--- config.mk ---
export PLATFORM = sky130hd
export DESIGN_NAME = alu_issue_ctrl_flat
export DESIGN_NICKNAME = d
export VERILOG_FILES = /design/src/rtl/alu_issue_ctrl_if.sv /design/src/rtl/alu_issue_ctrl.sv /design/src/flat_wrapper.sv
export SDC_FILE = /design/constraint.sdc
export NUM_CORES = 1
export LEC_CHECK = 0
export CAP_MARGIN = 20
export CORE_MARGIN = 5
export CORE_UTILIZATION = 30
export CTS_BUF_LIST = sky130_fd_sc_hd__clkbuf_2
export CTS_CLUSTER_SIZE = 24
export DETAILED_ROUTE_END_ITERATION = 8
export PLACE_DENSITY = 0.62
export SYNTH_ARGS = -nofsm -noshare
export SYNTH_HDL_FRONTEND = slang
export SYNTH_SLANG_ARGS = --single-unit
--- constraint.sdc ---
create_clock -name clk -period 2.5 [get_ports clk]
set_input_delay 0.5 -clock clk [delete_from_list [all_inputs] [get_ports clk]]
set_output_delay 0.5 -clock clk [all_outputs]
set_load 0.02 [all_outputs]
--- src/rtl/alu_issue_ctrl_if.sv ---
// Request/response bundle between the instruction decoder (master) and alu_issue_ctrl (slave).
// ACC_CHAIN_EN adds req_use_acc to the request channel.
interface alu_issue_ctrl_if #(
    parameter int DW = 16,
    parameter int FW = 4
);
    logic              req_valid;
    logic              req_ready;
    logic [FW-1:0]     req_func;
    logic [DW-1:0]     req_a;
    logic [DW-1:0]     req_b;
`ifdef ACC_CHAIN_EN
    logic              req_use_acc;
`endif
    logic              rsp_valid;
    logic              rsp_ready;
    logic [2*DW-1:0]   rsp_acc;
    logic              rsp_carry;
    logic              rsp_err;

`ifdef ACC_CHAIN_EN
    modport master (
        output req_valid, req_func, req_a, req_b, req_use_acc, rsp_ready,
        input  req_ready, rsp_valid, rsp_acc, rsp_carry, rsp_err
    );
    modport slave (
        input  req_valid, req_func, req_a, req_b, req_use_acc, rsp_ready,
        output req_ready, rsp_valid, rsp_acc, rsp_carry, rsp_err
    );
`else
    modport master (
        output req_valid, req_func, req_a, req_b, rsp_ready,
        input  req_ready, rsp_valid, rsp_acc, rsp_carry, rsp_err
    );
    modport slave (
        input  req_valid, req_func, req_a, req_b, rsp_ready,
        output req_ready, rsp_valid, rsp_acc, rsp_carry, rsp_err
    );
`endif
endinterface

--- src/rtl/alu_issue_ctrl.sv ---
// Issues one operation to the combinational ALU, waits SETTLE_CYCLES, captures the result and
// holds it on the response port. Optional macro ACC_CHAIN_EN: operand A may come from the last result.
module alu_issue_ctrl #(
    parameter int DW            = 16,
    parameter int FW            = 4,
    parameter int SETTLE_CYCLES = 1
) (
    input  logic             clk,
    input  logic             rst_n,
    alu_issue_ctrl_if.slave  bus,
    output logic [FW-1:0]    alu_func,
    output logic [DW-1:0]    alu_ar,
    output logic [DW-1:0]    alu_br,
    input  logic [2*DW-1:0]  alu_acc,
    input  logic             alu_carry
);
    typedef enum logic [1:0] {IDLE, EXEC, RESP} state_t;

    localparam int            CW    = (SETTLE_CYCLES > 1) ? $clog2(SETTLE_CYCLES) : 1;
    localparam logic [CW-1:0] LAST  = CW'(SETTLE_CYCLES - 1);
    localparam logic [FW-1:0] F_ADD = FW'(1);
    localparam logic [FW-1:0] F_SUB = FW'(2);
    localparam logic [FW-1:0] F_MUL = FW'(3);
    localparam logic [FW-1:0] F_DIV = FW'(4);
    localparam logic [FW-1:0] F_SHR = FW'(9);

    state_t            state;
    state_t            state_nxt;
    logic [CW-1:0]     count;
    logic              out_of_reset;
    logic [2*DW-1:0]   acc_q;
    logic              carry_q;
    logic              err_q;

    logic              accept;
    logic              func_legal;
    logic              div_zero;
    logic              issue;
    logic              settle_done;
    logic [DW-1:0]     a_sel;

    // req_ready stays low through reset and rises on the first edge after release.
    assign bus.req_ready = out_of_reset && (state == IDLE);
    assign bus.rsp_valid = (state == RESP);
    assign bus.rsp_acc   = acc_q;
    assign bus.rsp_carry = carry_q;
    assign bus.rsp_err   = err_q;

    assign accept      = bus.req_valid && bus.req_ready;
    assign func_legal  = (bus.req_func >= F_ADD) && (bus.req_func <= F_SHR);
    assign div_zero    = (bus.req_func == F_DIV) && (bus.req_b == '0);
    assign issue       = accept && func_legal && !div_zero;
    assign settle_done = (state == EXEC) && (count == LAST);

`ifdef ACC_CHAIN_EN
    assign a_sel = bus.req_use_acc ? acc_q[DW-1:0] : bus.req_a;
`else
    assign a_sel = bus.req_a;
`endif

    // NOTE: sequential state uses non-blocking assignments and an async active-low reset.
    always_ff @(posedge clk or negedge rst_n) begin
        if (!rst_n) state <= IDLE;
        else        state <= state_nxt;
    end

    // NOTE: every always_comb output gets a default first so no latch is inferred.
    always_comb begin
        state_nxt = state;
        case (state)
            IDLE:    if (accept) state_nxt = issue ? EXEC : RESP;
            EXEC:    if (count == LAST) state_nxt = RESP;
            RESP:    if (bus.rsp_ready) state_nxt = IDLE;
            default: state_nxt = IDLE;
        endcase
    end

    always_ff @(posedge clk or negedge rst_n) begin
        if (!rst_n) begin
            out_of_reset <= 1'b0;
            count        <= '0;
            alu_func     <= '0;
            alu_ar       <= '0;
            alu_br       <= '0;
            acc_q        <= '0;
            carry_q      <= 1'b0;
            err_q        <= 1'b0;
        end else begin
            out_of_reset <= 1'b1;

            if (state == IDLE && accept) begin
                if (issue) begin
                    alu_func <= bus.req_func;
                    alu_ar   <= a_sel;
                    alu_br   <= bus.req_b;
                    count    <= '0;
                end else begin
                    // Rejected ops never reach the ALU; only the error result is reported.
                    err_q   <= 1'b1;
                    carry_q <= 1'b0;
                    acc_q   <= div_zero ? '1 : '0;
                end
            end

            if (state == EXEC) begin
                count <= count + CW'(1);
            end

            if (settle_done) begin
                acc_q   <= (alu_func == F_MUL || alu_func == F_DIV)
                           ? alu_acc : {{DW{1'b0}}, alu_acc[DW-1:0]};
                carry_q <= (alu_func == F_ADD || alu_func == F_SUB) && alu_carry;
                err_q   <= 1'b0;
            end

            if (state == RESP && bus.rsp_ready) begin
                alu_func <= '0;
                alu_ar   <= '0;
                alu_br   <= '0;
            end
        end
    end
endmodule

--- src/flat_wrapper.sv ---
// flat-port wrapper written by rule: the top's interface ports become plain ports
module alu_issue_ctrl_flat 
#(
    parameter int DW            = 16,
    parameter int FW            = 4,
    parameter int SETTLE_CYCLES = 1
)
  (clk, rst_n, alu_func, alu_ar, alu_br, alu_acc, alu_carry, bus_req_valid, bus_req_func, bus_req_a, bus_req_b, bus_rsp_ready, bus_req_ready, bus_rsp_valid, bus_rsp_acc, bus_rsp_carry, bus_rsp_err);
  alu_issue_ctrl_if #(.DW(DW), .FW(FW)) bus_i ();
  input  logic clk;
  input  logic rst_n;
  output logic [FW-1:0] alu_func;
  output logic [DW-1:0] alu_ar;
  output logic [DW-1:0] alu_br;
  input  logic [2*DW-1:0] alu_acc;
  input  logic alu_carry;
  input wire logic [$bits(bus_i.req_valid)-1:0] bus_req_valid;
  input wire logic [$bits(bus_i.req_func)-1:0] bus_req_func;
  input wire logic [$bits(bus_i.req_a)-1:0] bus_req_a;
  input wire logic [$bits(bus_i.req_b)-1:0] bus_req_b;
  input wire logic [$bits(bus_i.rsp_ready)-1:0] bus_rsp_ready;
  output wire logic [$bits(bus_i.req_ready)-1:0] bus_req_ready;
  output wire logic [$bits(bus_i.rsp_valid)-1:0] bus_rsp_valid;
  output wire logic [$bits(bus_i.rsp_acc)-1:0] bus_rsp_acc;
  output wire logic [$bits(bus_i.rsp_carry)-1:0] bus_rsp_carry;
  output wire logic [$bits(bus_i.rsp_err)-1:0] bus_rsp_err;
  assign bus_i.req_valid = bus_req_valid;
  assign bus_i.req_func = bus_req_func;
  assign bus_i.req_a = bus_req_a;
  assign bus_i.req_b = bus_req_b;
  assign bus_i.rsp_ready = bus_rsp_ready;
  assign bus_req_ready = bus_i.req_ready;
  assign bus_rsp_valid = bus_i.rsp_valid;
  assign bus_rsp_acc = bus_i.rsp_acc;
  assign bus_rsp_carry = bus_i.rsp_carry;
  assign bus_rsp_err = bus_i.rsp_err;
  alu_issue_ctrl #(.DW(DW), .FW(FW), .SETTLE_CYCLES(SETTLE_CYCLES)) u_core (.clk(clk), .rst_n(rst_n), .bus(bus_i), .alu_func(alu_func), .alu_ar(alu_ar), .alu_br(alu_br), .alu_acc(alu_acc), .alu_carry(alu_carry));
endmodule
==> results of run 1 <==
Yosys cell counts (2+ instances only):
master    number
inv_1          2
a221o_1       16
nand2b_1       2
o22ai_2       10
nor4_1         3
buf_2         11
o22ai_1       27
clkbuf_1       4
nand2_1       91
o21ai_1       16
a21oi_1        3
nor2_1        23
dfrtp_1       74
buf_6          4
nor3_4         2
buf_4          2
nor2_2         2
power breakdown:
part | switching (mW) | internal [mW]
clock | 0.411 | 0.318
sequential | 0.303 | 1.67
combinational | 1.32 | 1.31
worst min-delay path by stage:
stage	to	depth (start not counted)	start	slack (ns)
3_5_place_dp	u_core.bus.rsp_acc[13]$_DFFE_PN0P_	1	u_core.bus.rsp_acc[13]$_DFFE_PN0P_	0.49
4_1_cts	u_core.alu_br[6]$_DFFE_PN0P_	2	rst_n	0.45
6_report	u_core.alu_br[6]$_DFFE_PN0P_	2	rst_n	0.48
5_1_grt	u_core.bus.rsp_acc[26]$_DFFE_PN0P_	2	rst_n	0.47
2_1_floorplan	u_core.alu_ar[0]$_DFFE_PN0P_	0	rst_n	0.20
3_3_place_gp	u_core.bus.rsp_err$_DFFE_PN0P_	2	u_core.bus.rsp_err$_DFFE_PN0P_	0.48
registers in the layout, summed over array words and instances, names as in the netlist:
signal	flops
u_core.alu_br	16
u_core.bus.rsp_carry	1
u_core.bus.rsp_acc	32
u_core.alu_ar	16
u_core.out_of_reset	1
u_core.bus.rsp_err	1
u_core.state	2
u_core.count	1
u_core.alu_func	4
routing by layer:
layer / vias to the layer above / share of wire [%] / GRT usage, %
met5: - / 0 / 0
met4: 0 / 1.8 / 5.53
met3: 14 / 5.8 / 3.82
met2: 105 / 45 / 22.8
met1: 1372 / 47 / 21.0
li1: 1376 / - / -
per-stage QoR:
| step | TNS (ns) | setup WS (ns) | instance area, µm² | hold WS (ns) |
|---|---|---|---|---|
| after floorplan | 0 | 0.758 | 3210 | 0.204 |
| after global placement | -1.71 | -0.108 | 4810 | 0.479 |
| after detailed placement | -3.37 | -0.144 | 4810 | 0.495 |
| after CTS | 0 | 0.102 | 4950 | 0.454 |
| after global routing | 0 | 0.0404 | 4950 | 0.466 |
| final | 0 | 0.161 | 4950 | 0.476 |
final cells by class:
type | count | share of cell area [%]
Inverter | 2 | 0.152
Multi-Input combinational cell | 212 | 24.6
Sequential cell | 74 | 37.4
Tap cell | 136 | 3.44
Clock buffer | 9 | 0.910
Timing Repair Buffer | 159 | 31.9
Clock inverter | 6 | 1.67
cells by family (layout without fill, tap and decap cells):
kind of cell	after synthesis	after routing	share of synthesized area, %
buffers and inverters	23	176	4.29
muxes	1	1	0.429
and+or+nand+nor	132	132	18.5
AOI/OAI and AO/OA	77	77	18.6
DFF	74	74	57.8
other	1	1	0.117
xor gates and xnor gates	1	1	0.273
critical path, cell delays in order (launching register included):
cell and delay [ns]:
dfrtp_1 0.45, nor3b_4 0.24, clkdlybuf4s50_1 0.66
repair_timing:
action	CTS	global route
hold endpoints to repair	37	0
hold buffers	1	0
setup buffers	0	0
==> results.json, run 1 <==
{
  "dieArea_mm2": 0.0129,
  "slew_headroom_pct": 33.5,
  "syn-instance-count": 309,
  "cts_sinks": 74,
  "reg2reg_depth": 4,
  "diodes": 0,
  "wl_per_cell_um": 16.1,
  "synth-edff-count": 0,
  "cts_made_buffers": 9,
  "ys.flop_type": "dfrtp_1",
  "placedCellCount": 582,
  "rsz0062_at_grt": "no",
  "crit_end": "bus_req_ready",
  "async_reset_ff_share_pct": 100,
  "coreArea_mm2": 0.0104,
  "required_ns": 2.00,
  "clockRootBuffer": "clkbuf_2",
  "firstDrtPassIters": 4,
  "slew_violations": 0,
  "htreeDepth": 3,
  "drt-total-wl_um": 9630,
  "drtIter0Drc": 216,
  "layout_commonest_cell": "clkdlybuf4s50_1",
  "finalHoldViolations": 0,
  "die-height_um": 113,
  "hp-class": "primary input to async pin",
  "syn_area_mm2": 0.00321,
  "seq_area_mm2": 0.00185,
  "area_growth_pct": 54.5,
  "portBuffers": 144,
  "postRouteAntennaNets": 0,
  "setup.worst_path.start": "u_core.state[1]$_DFFE_PN0P_",
  "grt_pass1_wl_um": 15600,
  "ys_types": 34,
  "synth.area.top_cells": "dfrtp_1, nand2_1, o22ai_1",
  "ctsResizeCount": 0,
  "die_x_um": 113,
  "mostFrequentLayoutCells": "clkdlybuf4s50_1, nand2_1, dfrtp_1, o22ai_1, nor2_1",
  "synth_fp_nets": 382,
  "rr_endpoint": "u_core.alu_func[3]$_DFFE_PN0P_",
  "yosysWarningCount": 0,
  "status": "finished clean",
  "cp-end-kind": "output pin",
  "synth_top_area_share_pct": 57.8,
  "ys_ff_latch": 74,
  "avgSynthCellArea_um2": 10.4,
  "fin_cells": 598,
  "min_period_ns": 2.34,
  "via_per_inst": 4.79,
  "yosys.area.top_type": "dfrtp_1",
  "worst_pin_slew_ns": 0.995,
  "cts_tree": "yes",
  "drc_errors": 0,
  "dp_hpwl_um": 6720,
  "crit_type": "register to output pin",
  "multi_input_area_mm2": 0.00122,
  "clock-skew-final_ns": 0.0300,
  "p_per_area_mw_per_mm2": 1080,
  "p_leak_nw": 2.06,
  "via_count": 2867,
  "crit_path_start_kind": "register",
  "grt_pass1_vias": 2898,
  "clock_latency_ns": 0.51,
  "post-route-util_pct": 47.8,
  "cap_violations": 0,
  "total_power_mw": 5.33,
  "fp-row-count": 37,
  "yosysSeqAreaShare_pct": 57.8,
  "clk_pin_slew_ns": 0.22,
  "grt_overflow_total": 0,
  "finalNetCount": 531,
  "final-setup-viol-count": 0,
  "place_congestion": 0.731,
  "crit-reg2reg-launch": "u_core.state[1]$_DFFE_PN0P_",
  "num_io_pins": 145,
  "cts_buffer_depth": 2,
  "cp_max_fo": 3,
  "grt_usage_pct": 15.1,
  "fmax_mhz": 428,
  "ir_worst_vdd_uv": 495,
  "post-route-period-util_pct": 93.6,
  "grt_max_degree": 40,
  "antenna_found_initial": 0,
  "drive_gt1_share_pct": 10.8,
  "start_util_pct": 30.9,
  "regToRegSetupSlack_ns": 0.51,
  "final.fill_count": 1008,
  "critical_path_arrival_ns": 1.84
}
Note: power is estimated with default switching activity, not from simulation.
==> run 2: changes to the inputs <==
--- a/config.mk
+++ b/config.mk
@@ -6,12 +6,13 @@
 export NUM_CORES = 1
 export LEC_CHECK = 0
 export CAP_MARGIN = 20
-export CORE_MARGIN = 5
 export CORE_UTILIZATION = 30
 export CTS_BUF_LIST = sky130_fd_sc_hd__clkbuf_2
 export CTS_CLUSTER_SIZE = 24
 export DETAILED_ROUTE_END_ITERATION = 8
 export PLACE_DENSITY = 0.62
+export RECOVER_POWER = 50
+export SKIP_LAST_GASP = 1
 export SYNTH_ARGS = -nofsm -noshare
 export SYNTH_HDL_FRONTEND = slang
 export SYNTH_SLANG_ARGS = --single-unit
==> run 2 against run 1 <==
Net effect:
- the flow now finishes with violations (capacitance limit, slew limit)
- first-iteration DRC count fell by 12%
- setup slack gained 0.021 ns
- count of clock-buffer cells in the layout did not move
- hold slack lost 0.028 ns
- global-route usage is 1.2 points higher
- design area decreased by 1.8%
- non-clock buffer count decreased by 6
- total power is 0.89% lower
- combinational power shrank 2%
- critical path depth unchanged
- core utilization is 0.65 points lower
- die area is 14% lower
==> results.json, run 2 (same netlist as run 1, synthesis figures left out) <==
{
  "drt-total-wl_um": 8830,
  "cts_tree": "yes",
  "placed_cell_area_mm2": 0.00476,
  "final-setup-viol-count": 0,
  "diodes": 0,
  "postRouteAntennaNets": 0,
  "grt_max_degree": 75,
  "place_congestion": 0.735,
  "cts_made_buffers": 9,
  "post-cts-setup-buffer-count": 0,
  "crit_path_start_kind": "register",
  "clockRootBuffer": "clkbuf_2",
  "cts_sinks": 74,
  "post-route-period-util_pct": 92.7,
  "grtUsageMet1_pct": 21.5,
  "fmax_mhz": 431,
  "failed_checks": "capacitance limit, slew limit",
  "worst_pin_slew_ns": 1.82,
  "ctsResizeCount": 0,
  "via_count": 2810,
  "layout_commonest_cell": "clkdlybuf4s50_1",
  "drc_errors": 0,
  "start_util_pct": 31.1,
  "largest_reg_flops": 32,
  "slew_headroom_pct": -21.0,
  "p_int_mw": 3.27,
  "firstDrtPassIters": 4,
  "pre_cts_ws_ns": -0.204,
  "clk_pin_slew_ns": 0.20,
  "hp-class": "primary input to async pin",
  "crit_type": "register to output pin",
  "die-height_um": 105,
  "clock-skew-final_ns": 0.0330,
  "dieArea_mm2": 0.0111,
  "status": "finished, violations left",
  "min_period_ns": 2.32,
  "cp-end-kind": "output pin",
  "crit-reg2reg-launch": "u_core.state[1]$_DFFE_PN0P_",
  "mostFrequentLayoutCells": "clkdlybuf4s50_1, nand2_1, dfrtp_1, o22ai_1, nor2_1",
  "p_leak_nw": 2.01,
  "final_cell_area_mm2": 0.00486,
  "p_per_area_mw_per_mm2": 1090,
  "num_io_pins": 145,
  "rsz0062_at_grt": "no",
  "finalNetCount": 525,
  "regToRegSetupSlack_ns": 0.46,
  "layout_setup_ws_ns": 0.182,
  "drive_gt1_share_pct": 9.65,
  "p_clk_share_pct": 13.8,
  "cp_max_fo": 3,
  "cts_hold_buf": 0,
  "portBuffers": 144,
  "grt_pass1_wl_um": 14300,
  "critical_path_arrival_ns": 1.82,
  "rr_endpoint": "u_core.bus.rsp_acc[23]$_DFFE_PN0P_",
  "wl_per_cell_um": 14.9,
  "top_usage_layer": "met2",
  "antenna_found_initial": 0,
  "cap_violations": 1,
  "drtIter0Drc": 190,
  "pwr-share-comb_pct": 48.7,
  "fp-row-count": 37,
  "die_x_um": 105,
  "grt_overflow_total": 0,
  "reg2reg_depth": 6,
  "required_ns": 2.00,
  "htreeDepth": 3,
  "ir_worst_vdd_uv": 430,
  "slew_violations": 75,
  "power_frac_seq_pct": 37.5,
  "cts_buffer_depth": 2,
  "grt_usage_pct": 16.3,
  "use_met3_pct": 4.51,
  "area_growth_pct": 51.7,
  "p_sw_share_pct": 38.1,
  "dp_hpwl_um": 5930,
  "via_per_inst": 4.75,
  "globalRouteMet2Util_pct": 25.8,
  "p_sw_mw": 2.01,
  "finalHoldViolations": 0,
  "grt_pass1_vias": 2849,
  "coreArea_mm2": 0.0103,
  "clock_latency_ns": 0.51
}
==> run 2: cell count changes in the layout (fill, tap and decap cells not counted) <==
cell / change
o21ai_0: +15
dlygate4sd3_1: +1
clkbuf_4: +1
nor3_1: +1
o21ai_1: -15
buf_12: -2
clkbuf_2: +2
clkdlybuf4s50_1: -2
buf_4: -6
nor3_4: -1
==> run 2: how the worst max path moves through the flow <==
stage | endpoint | slack, ns | start | cells past startpoint
after global routing | u_core.bus.rsp_acc[23]$_DFFE_PN0P_ | 0.02 | bus_req_func[1] | 8
after floorplan | u_core.alu_ar[12]$_DFFE_PN0P_ | 0.76 | bus_req_func[2] | 6
after detailed placement | u_core.alu_func[3]$_DFFE_PN0P_ | -0.20 | bus_req_func[2] | 6
final | bus_req_ready | 0.18 | u_core.state[1]$_DFFE_PN0P_ | 2
after global placement | u_core.alu_func[3]$_DFFE_PN0P_ | -0.13 | bus_req_func[2] | 6
after CTS | bus_req_ready | 0.11 | u_core.state[1]$_DFFE_PN0P_ | 2
==> run 2: area by class of cell <==
cell class | count | area, µm²
sequential | 74 | 1850
clock buffer | 9 | 45.0
tap | 136 | 170
multi-input combinational | 212 | 1200
fill | 1008 | 5460
clock inverter | 6 | 82.6
timing repair buffer | 153 | 1500
inverter | 2 | 7.51
==> run 2: layer usage <==
layer / routed length, µm / vias to the layer above
li1: - / 1362
met1: 4060 / 1334
met2: 4100 / 102
met3: 556 / 12
met4: 114 / 0
met5: 0 / -
==> run 2: power by group through the flow <==
stage	Combinational, mW	Sequential (mW)	Clock, mW
3_5_place_dp	2.61	2.00	0
6_report	2.57	1.98	0.730
4_1_cts	2.62	1.99	0.759
5_1_grt	2.76	2.05	0.809
3_3_place_gp	2.59	2.00	0
2_1_floorplan	0.753	2.54	0
==> run 2: stage by stage <==
step	cells	hold slack, ns	power [mW]	utilization [%]	setup TNS [ns]
final	592	0.448	5.28	47.1	0
after detailed placement	577	0.494	4.62	46.2	-5.37
after floorplan	309	0.204	3.30	-	0
after CTS	592	0.104	5.37	47.4	0
after global routing	592	0.472	5.61	47.1	0
after global placement	577	0.482	4.58	46.2	-2.54
==> run 2: worst max-delay path, stage by stage, from the launching register on <==
cell and delay [ns]:
dfrtp_1 0.45, nor3b_4 0.24, clkdlybuf4s50_1 0.65
